[config.mk]
export PLATFORM = sky130hd
export DESIGN_NAME = lcd_char_receiver
export DESIGN_NICKNAME = d
export VERILOG_FILES = /design/src/rtl/lcd_char_receiver.sv
export SDC_FILE = /design/constraint.sdc
export NUM_CORES = 1
export LEC_CHECK = 0
export ABC_CLOCK_PERIOD_IN_PS = 7500
export BUFFER_PORTS_ARGS = -buffer_cell sky130_fd_sc_hd__buf_2
export CELL_PAD_IN_SITES_DETAIL_PLACEMENT = 0
export CELL_PAD_IN_SITES_GLOBAL_PLACEMENT = 1
export CORE_MARGIN = 3
export CORE_UTILIZATION = 35
export CTS_CLUSTER_DIAMETER = 50
export DETAILED_ROUTE_END_ITERATION = 16
export GPL_TIMING_DRIVEN = 0
export PLACE_DENSITY_LB_ADDON = 0.12
export SYNTH_ARGS = -nofsm -noshare
export SYNTH_HDL_FRONTEND = slang
export SYNTH_SLANG_ARGS = --single-unit
[constraint.sdc]
create_clock -name clk -period 7.5 [get_ports clk]
set_clock_uncertainty 0.15 [all_clocks]
set_input_delay 1.125 -clock clk [delete_from_list [all_inputs] [get_ports clk]]
set_output_delay 1.125 -clock clk [all_outputs]
set_load 0.01 [all_outputs]
[src/rtl/lcd_char_receiver.sv]
// Responder for the memory-mapped character LCD bus: decodes HD44780-style
// commands and data writes into a 32-character display RAM and models busy.
//
// state    | meaning
// ST_CLEAR | filling RAM with CLEAR_FILL, one location per cycle, busy
// ST_IDLE  | ready, accepts bus transactions
// ST_WAIT  | busy for BUSY_CYCLES after an accepted operation
module lcd_char_receiver #(
  parameter int          BUSY_CYCLES = 4,
  parameter logic [7:0]  CLEAR_FILL  = 8'h20
) (
  input  logic       clk,
  input  logic       rst,
  input  logic [7:0] lcd_data,
  input  logic [1:0] lcd_ctrl,
  input  logic       lcd_enable,
  output logic [7:0] lcd_rdata,
  output logic       busy,
  output logic [4:0] cursor,
  output logic       display_on,
  output logic       overrun,
  input  logic [4:0] char_addr,
  output logic [7:0] char_data,
  output logic       char_strobe,
  output logic [7:0] char_value
);

  typedef enum logic [1:0] {
    ST_CLEAR = 2'd0,
    ST_IDLE  = 2'd1,
    ST_WAIT  = 2'd2
  } state_t;

  localparam int             CW       = (BUSY_CYCLES > 1) ? $clog2(BUSY_CYCLES) : 1;
  localparam logic [CW-1:0]  CNT_LOAD = CW'(BUSY_CYCLES - 1);

  localparam logic [1:0] CTRL_CMD    = 2'b00;
  localparam logic [1:0] CTRL_STATUS = 2'b01;
  localparam logic [1:0] CTRL_WRITE  = 2'b10;
  localparam logic [1:0] CTRL_READ   = 2'b11;

  state_t          state_q, state_d;
  logic [CW-1:0]   cnt_q, cnt_d;
  logic [4:0]      idx_q, idx_d;
  logic            en_q;
  logic            fe;
  logic [4:0]      cursor_d, cursor_step;
  logic            inc_q, inc_d;
  logic            disp_d;
  logic            ovr_d;
  logic [7:0]      rdata_d;
  logic            strobe_d;
  logic [7:0]      value_d;
  logic            ram_we;
  logic [4:0]      ram_waddr;
  logic [7:0]      ram_wdata;
  logic [7:0]      ram [32];

  assign fe          = en_q & ~lcd_enable;
  assign busy        = (state_q != ST_IDLE);
  assign cursor_step = inc_q ? (cursor + 5'd1) : (cursor - 5'd1);

  always_comb begin
    state_d   = state_q;
    cnt_d     = cnt_q;
    idx_d     = idx_q;
    cursor_d  = cursor;
    inc_d     = inc_q;
    disp_d    = display_on;
    ovr_d     = overrun;
    rdata_d   = lcd_rdata;
    strobe_d  = 1'b0;
    value_d   = char_value;
    ram_we    = 1'b0;
    ram_waddr = cursor;
    ram_wdata = lcd_data;

    case (state_q)
      ST_CLEAR: begin
        ram_we    = 1'b1;
        ram_waddr = idx_q;
        ram_wdata = CLEAR_FILL;
        if (idx_q == 5'd31) state_d = ST_IDLE;
        else                idx_d   = idx_q + 5'd1;
      end
      ST_WAIT: begin
        if (cnt_q == '0) state_d = ST_IDLE;
        else             cnt_d   = cnt_q - CW'(1);
      end
      default: ;
    endcase

    // Busy is judged on the pre-edge state, so an fe landing on the last
    // busy cycle is still rejected.
    if (fe) begin
      if (lcd_ctrl == CTRL_STATUS) begin
        rdata_d = {busy, 2'b00, cursor};
      end else if (busy) begin
        ovr_d = 1'b1;
      end else begin
        case (lcd_ctrl)
          CTRL_CMD: begin
            state_d = ST_WAIT;
            cnt_d   = CNT_LOAD;
            casez (lcd_data)
              8'b1???????: cursor_d = lcd_data[4:0];
              8'b01??????,
              8'b001?????,
              8'b0001????: ;
              8'b00001???: disp_d = lcd_data[2];
              8'b000001??: inc_d = lcd_data[1];
              8'b0000001?: cursor_d = 5'd0;
              8'b00000001: begin
                cursor_d = 5'd0;
                inc_d    = 1'b1;
                state_d  = ST_CLEAR;
                idx_d    = 5'd0;
              end
              default: state_d = ST_IDLE;
            endcase
          end
          CTRL_WRITE: begin
            ram_we    = 1'b1;
            ram_waddr = cursor;
            ram_wdata = lcd_data;
            strobe_d  = 1'b1;
            value_d   = lcd_data;
            cursor_d  = cursor_step;
            state_d   = ST_WAIT;
            cnt_d     = CNT_LOAD;
          end
          CTRL_READ: begin
            rdata_d  = ram[cursor];
            cursor_d = cursor_step;
            state_d  = ST_WAIT;
            cnt_d    = CNT_LOAD;
          end
          default: ;
        endcase
      end
    end
  end

  always_ff @(posedge clk) begin
    if (rst) begin
      state_q     <= ST_CLEAR;
      cnt_q       <= '0;
      idx_q       <= 5'd0;
      en_q        <= 1'b0;
      cursor      <= 5'd0;
      inc_q       <= 1'b1;
      display_on  <= 1'b0;
      overrun     <= 1'b0;
      lcd_rdata   <= 8'h00;
      char_data   <= 8'h00;
      char_strobe <= 1'b0;
      char_value  <= 8'h00;
    end else begin
      state_q     <= state_d;
      cnt_q       <= cnt_d;
      idx_q       <= idx_d;
      en_q        <= lcd_enable;
      cursor      <= cursor_d;
      inc_q       <= inc_d;
      display_on  <= disp_d;
      overrun     <= ovr_d;
      lcd_rdata   <= rdata_d;
      char_data   <= ram[char_addr];
      char_strobe <= strobe_d;
      char_value  <= value_d;
    end
  end

  // RAM contents are not reset directly; the CLEAR sweep after reset fills it.
  always_ff @(posedge clk) begin
    if (!rst && ram_we) ram[ram_waddr] <= ram_wdata;
  end

endmodule

== Word level (Yosys, flattened, before mapping) ==
Memory sizes are Yosys's and may differ from the RTL's. A register that Yosys moved wholly into a read port is not among the register bits.
Index checks and enable logic that the tools add are counted.

* Reductions and logical operators: 19
* Mux-type cells: 48
* Add/subtract/negate cells: 4
* Equal/unequal tests: 15
* Bitwise operators: 5

{| class="wikitable"
|+ Operators by type and width
! cell !! count
|-
| two-way mux 5 bit || 15
|-
| two-way mux 8 bit || 8
|-
| two-way mux 2 bit || 11
|-
| case mux 5 bit (2 select lines) || 2
|-
| AND reduction 5 bit || 3
|-
| case mux 2 bit (2 select lines) || 3
|-
| adder 5 x 1 -> 5 bit, second input constant || 2
|-
| equality test 8 x 1 -> 1 bit, second input constant || 1
|-
| two-way mux 1 bit || 8
|-
| equality test 7 x 1 -> 1 bit, second input constant || 1
|-
| OR reduction 7 bit || 1
|-
| equality test 2 bit, second input constant || 3
|-
| equality test 6 x 1 -> 1 bit, second input constant || 1
|-
| zero test 2 bit || 3
|-
| AND reduction 3 bit || 2
|-
| nonzero test 2 bit || 3
|-
| equality test 5 x 1 -> 1 bit, second input constant || 1
|-
| equality test 5 bit, second input constant || 1
|-
| subtractor 5 x 1 -> 5 bit, second input constant || 1
|-
| equality test 2 x 1 -> 1 bit, second input constant || 2
|-
| equality test 4 x 1 -> 1 bit, second input constant || 1
|-
| != test 2 x 1 -> 1 bit, second input constant || 2
|-
| NOT 1 bit || 4
|-
| AND reduction 4 bit || 1
|-
| other kinds (10) || 11
|}

* Flip-flop bits (word level): 35
* Memory bits (writable): 256
* Logic and storage cells: 103
* Input bits: 18
* Memories: 1

{| class="wikitable"
|+ Memory list
! name !! words !! bits a word !! read ports !! clocked after memory_dff !! wr ports !! RTL line !! text
|-
| ram || 32 || 8 || 2 || 2 || 1 || 57 || <nowiki>logic [7:0] ram [32];</nowiki>
|}

== Logic depth before layout (Yosys ltp) ==
* Depth in word-level cells: 9
* Depth in mapped cells: 7
* Depth with buffers taken out: 7

== Worst setup path after synthesis ==
OpenSTA, ideal clock, no wires.

* Path type: input port to flip-flop
* From: input port lcd_ctrl[1]
* To: memory ram[11][0], enable pin
* Stages: 6
* Setup slack: 4.403 ns
* Buffers on the path: 1
* Arrival time: 2.577 ns
* Cells stage by stage: clkbuf_1 > nor4bb_1 > nand3_1 > o21ai_0 > nand2_1 > nor2_1

* Longest elaborated chain between the ends: 8
* Elaborated cells between the ends (all ways): 13
* Classes of those cells: eq/ne: 2; mux: 10; reduce/logical: 1

{| class="wikitable"
|+ RTL lines
! item !! RTL line !! text
|-
| start, declared || 15 || <nowiki>input logic [1:0] lcd_ctrl,</nowiki>
|-
| equality test 2 bit || 101 || <nowiki>case (lcd_ctrl)</nowiki>
|-
| two-way mux 1 bit || 101 ||
|-
| two-way mux 1 bit || 98 || <nowiki>end else if (busy) begin</nowiki>
|-
| two-way mux 1 bit || 96 || <nowiki>if (lcd_ctrl == CTRL_STATUS) begin</nowiki>
|-
| two-way mux 1 bit || 95 || <nowiki>if (fe) begin</nowiki>
|-
| logical AND 1 bit || 176 || <nowiki>if (!rst && ram_we) ram[ram_waddr] <= ram_wdata;</nowiki>
|-
| two-way mux 1 bit || 176 ||
|-
| two-way mux 1 bit (not written as such) || 176 ||
|-
| end, declared || 57 ||
|}

Several ways; a longest one is shown, not always the timed one.

== Worst setup path in the final report ==
* From: input port lcd_ctrl[1]
* To: memory ram[28][0], enable pin

The elaborated chain is that of the path after synthesis.

==> flow_metrics.py <==
metrics = {
    "status": {
        "status": "finished, final reports clean",
    },
    "finish": {
        "diodes": 0,
        "fill_cells": 3515,
        "area.growth.synth_to_final_pct": 17.29,
        "layout.cells.non_filler": 1438,
        "drive_gt1_share_pct": 30.33,
        "final_cell_mix": "edfxtp_1 (256), mux4_2 (124), nor2_1 (69)",
        "final_common_cell": "edfxtp_1",
        "num-nets-final": 913,
    },
    "synthesis": {
        "synth_top_area_share_pct": 54.79,
        "synth-compound-area-share_pct": 3.781,
        "ys_top_cells_by_area": "edfxtp_1 (55%), mux4_2 (20%), dfxtp_1 (6.8%), mux4_1 (3.7%), mux2i_1 (1.9%)",
        "synth_top_area_cell": "edfxtp_1",
        "synthXorXnorAreaFrac_pct": 0.3121,
        "synth_cell_type_count": 57,
        "synth_seq_cells": 304,
        "yosys.area_share.simple_pct": 6.180,
        "synth.mux.area_fraction_pct": 25.66,
        "synth_fa_ha_area_share_pct": 0.4994,
        "synthesis.area_um2": 14030,
        "ys.warnings.count": 0,
        "synthFlopType": "edfxtp_1",
        "synthArstFlopShare_pct": 0,
        "synth_edf_count": 256,
        "synth_fp_nets": 820,
        "ys_seq_area_share_pct": 61.64,
        "synth_cells": 797,
        "avgSynthCellArea_um2": 17.60,
        "synth_top_family_by_area": "multiplexers",
    },
    "cts": {
        "cts_hold_buf": 0,
        "clk_pin_slew_ns": 0.05,
        "h-tree-depth": 2,
        "clkSinkCount": 304,
        "clkLatencyLatePin_ns": 0.54,
        "cts_buffers": 40,
        "cts_setup_buffers": 0,
        "cts_buffer_depth": 3,
        "tritoncts": "yes",
        "root_buffer": "clkbuf_16",
        "cts_resized": 0,
    },
    "hold_path": {
        "hp-class": "flip-flop to flip-flop",
    },
    "detailed_routing": {
        "num_vias": 8496,
        "antenna_left": 0,
        "dr.pass1.iters": 5,
        "drc": 0,
        "routed_via_density": 5.908,
        "wl_um": 44280,
        "drt_iter0_drc": 879,
        "wl_per_cell_um": 30.79,
    },
    "critical_path": {
        "cpMaxStageDelayCell": "nor2_1",
        "required_ns": 7.49,
        "worstSetupPathType": "input port to flip-flop",
        "path_cells": "clkbuf_1 -> nor4bb_1 -> nand3b_1 -> o21ai_0 -> nand2_1 -> nor2_1",
        "end_kind": "flip-flop",
        "crit_path_max_fanout": 9,
        "slowest_delay_ns": 0.96,
        "cp-start-kind": "input port",
        "arrival_ns": 3.79,
    },
    "timing": {
        "finalCriticalPeriod_ns": 3.805,
        "finalHoldViolCount": 0,
        "tightest_slew_ns": 1.127,
        "rsz0062_at_grt": "false",
        "worst_hold_slack_ns": 0.3218,
        "finalSetupViolCount": 0,
        "slew_headroom_pct": 24.56,
        "worst_slack_ns": 3.695,
        "finalMaxSlewViolations": 0,
        "fin_setup_tns_ns": 0,
        "fin_crit_sh_pct": 50.73,
        "max_freq_ghz": 0.2628,
    },
    "global_routing": {
        "grt_max_degree": 33,
        "grt_overflow": 0,
        "first_global_vias": 8631,
        "grt_pass1_wl_um": 63000,
        "antenna_found_initial": 1,
        "grt_usage_pct": 21.06,
    },
    "placed_design": {
        "gp_congestion": 0.8690,
        "dp.cells": 1366,
        "dp_hpwl_um": 31150,
        "dp_worst_setup_slack_ns": 3.191,
        "portBuffers": 44,
    },
    "floorplan": {
        "die_h_um": 206.2,
        "die-area_um2": 42530,
        "die_width_um": 206.2,
        "initial_core_util_pct": 35.89,
        "fp.coreArea_um2": 39100,
        "io_pins": 51,
        "row_count": 72,
    },
    "pwr": {
        "peakVddDrop_v": 0.0001266,
        "p_leak_nw": 5.459,
        "power.density_nw_per_um2": 243.4,
    },
    "job": {
        "max-cap-violations": 0,
    },
}
[Yosys cell counts, drive strengths merged, types with 2 or more instances]
master    n
o22ai     5
a22oi     2
nand4     7
buf      24
nand2b    7
nand2    38
nor3      4
a311oi    3
o21ai     9
nor4      3
xnor2     4
mux4    144
a211oi    7
mux2i    27
a21o      3
nand3b    2
nor2b    18
and2      2
clkbuf   26
a31o      4
nor2     71
ha        4
and3      2
edfxtp  256
a31oi     3
a22o      8
nand3    14
or2       3
a221oi    3
dfxtp    48
a21oi    19
nor3b     3
inv       4
o221ai    4
[per-stage QoR]
step	power, mW	utilization, %	cell area (um2)
after detailed placement	2.034	38.52	15060
after global routing	4.119	42.09	16460
final	4.006	42.09	16460
after global placement	2.032	38.11	14900
after floorplan	1.965	-	14030
after CTS	4.035	42.09	16460
[worst max-delay path, delay by kind of cell]
kind	cells	cell delay (ns)
and+or+nand+nor	4	2.21
AOI/OAI and AO/OA	1	0.14
buffers and inverters	1	0.30
[area by class of cell]
type | instances | area (um2) | area share, %
Buffer | 50 | 256.5 | 1.559
Multi-Input combinational cell | 439 | 5129 | 31.16
Clock inverter | 25 | 329.1 | 2.000
Timing Repair Buffer | 51 | 362.8 | 2.205
Sequential cell | 304 | 8648 | 52.55
Tap cell | 518 | 648.1 | 3.938
Clock buffer | 47 | 1069 | 6.493
Inverter | 4 | 15.01 | 0.09123
[power by group]
group          leakage (nW)  total, mW  internal, mW  switching [mW]
clock                 0.693       2.01          1.27           0.740
combinational          2.03      0.170        0.0708          0.0995
sequential             2.73       1.83          1.82         0.00696
total                  5.46       4.01          3.16           0.847
[layer usage]
metal | GRT usage, % | up-vias | wire length [um]
met5 | 0 | - | 0
met4 | 5.139 | 0 | 1104
met3 | 4.788 | 68 | 3502
met2 | 34.49 | 374 | 21200
met1 | 28.77 | 4548 | 18470
li1 | - | 3506 | -
[kinds of logic after synthesis]
group,count (synthesis)
AOI/OAI and AO/OA,77
xor gates and xnor gates,5
adders and majority gates,5
buffers and inverters,54
DFF,304
muxes,172
and+or+nand+nor,180
[flip-flops by register name, indices dropped and copies added (netlist names), 2 cells and up, named ones only]
name	count
char_data	8
char_value	8
cnt_q	2
cursor	5
idx_q	5
lcd_rdata	8
ram	256
state_q	2
[worst paths after layout]
kind                          from                   end  slack [ns]  cells after the start
max reg2reg  state_q[0]$_SDFF_PP0_  ram[27][1]$_DFFE_PP_        4.12                      5
max                    lcd_ctrl[1]  ram[28][0]$_DFFE_PP_        3.70                      6
min reg2reg   overrun$_SDFFE_PP0P_  overrun$_SDFFE_PP0P_        0.32                      2
min           overrun$_SDFFE_PP0P_  overrun$_SDFFE_PP0P_        0.32                      2
Power figures use the tool's default switching activity.
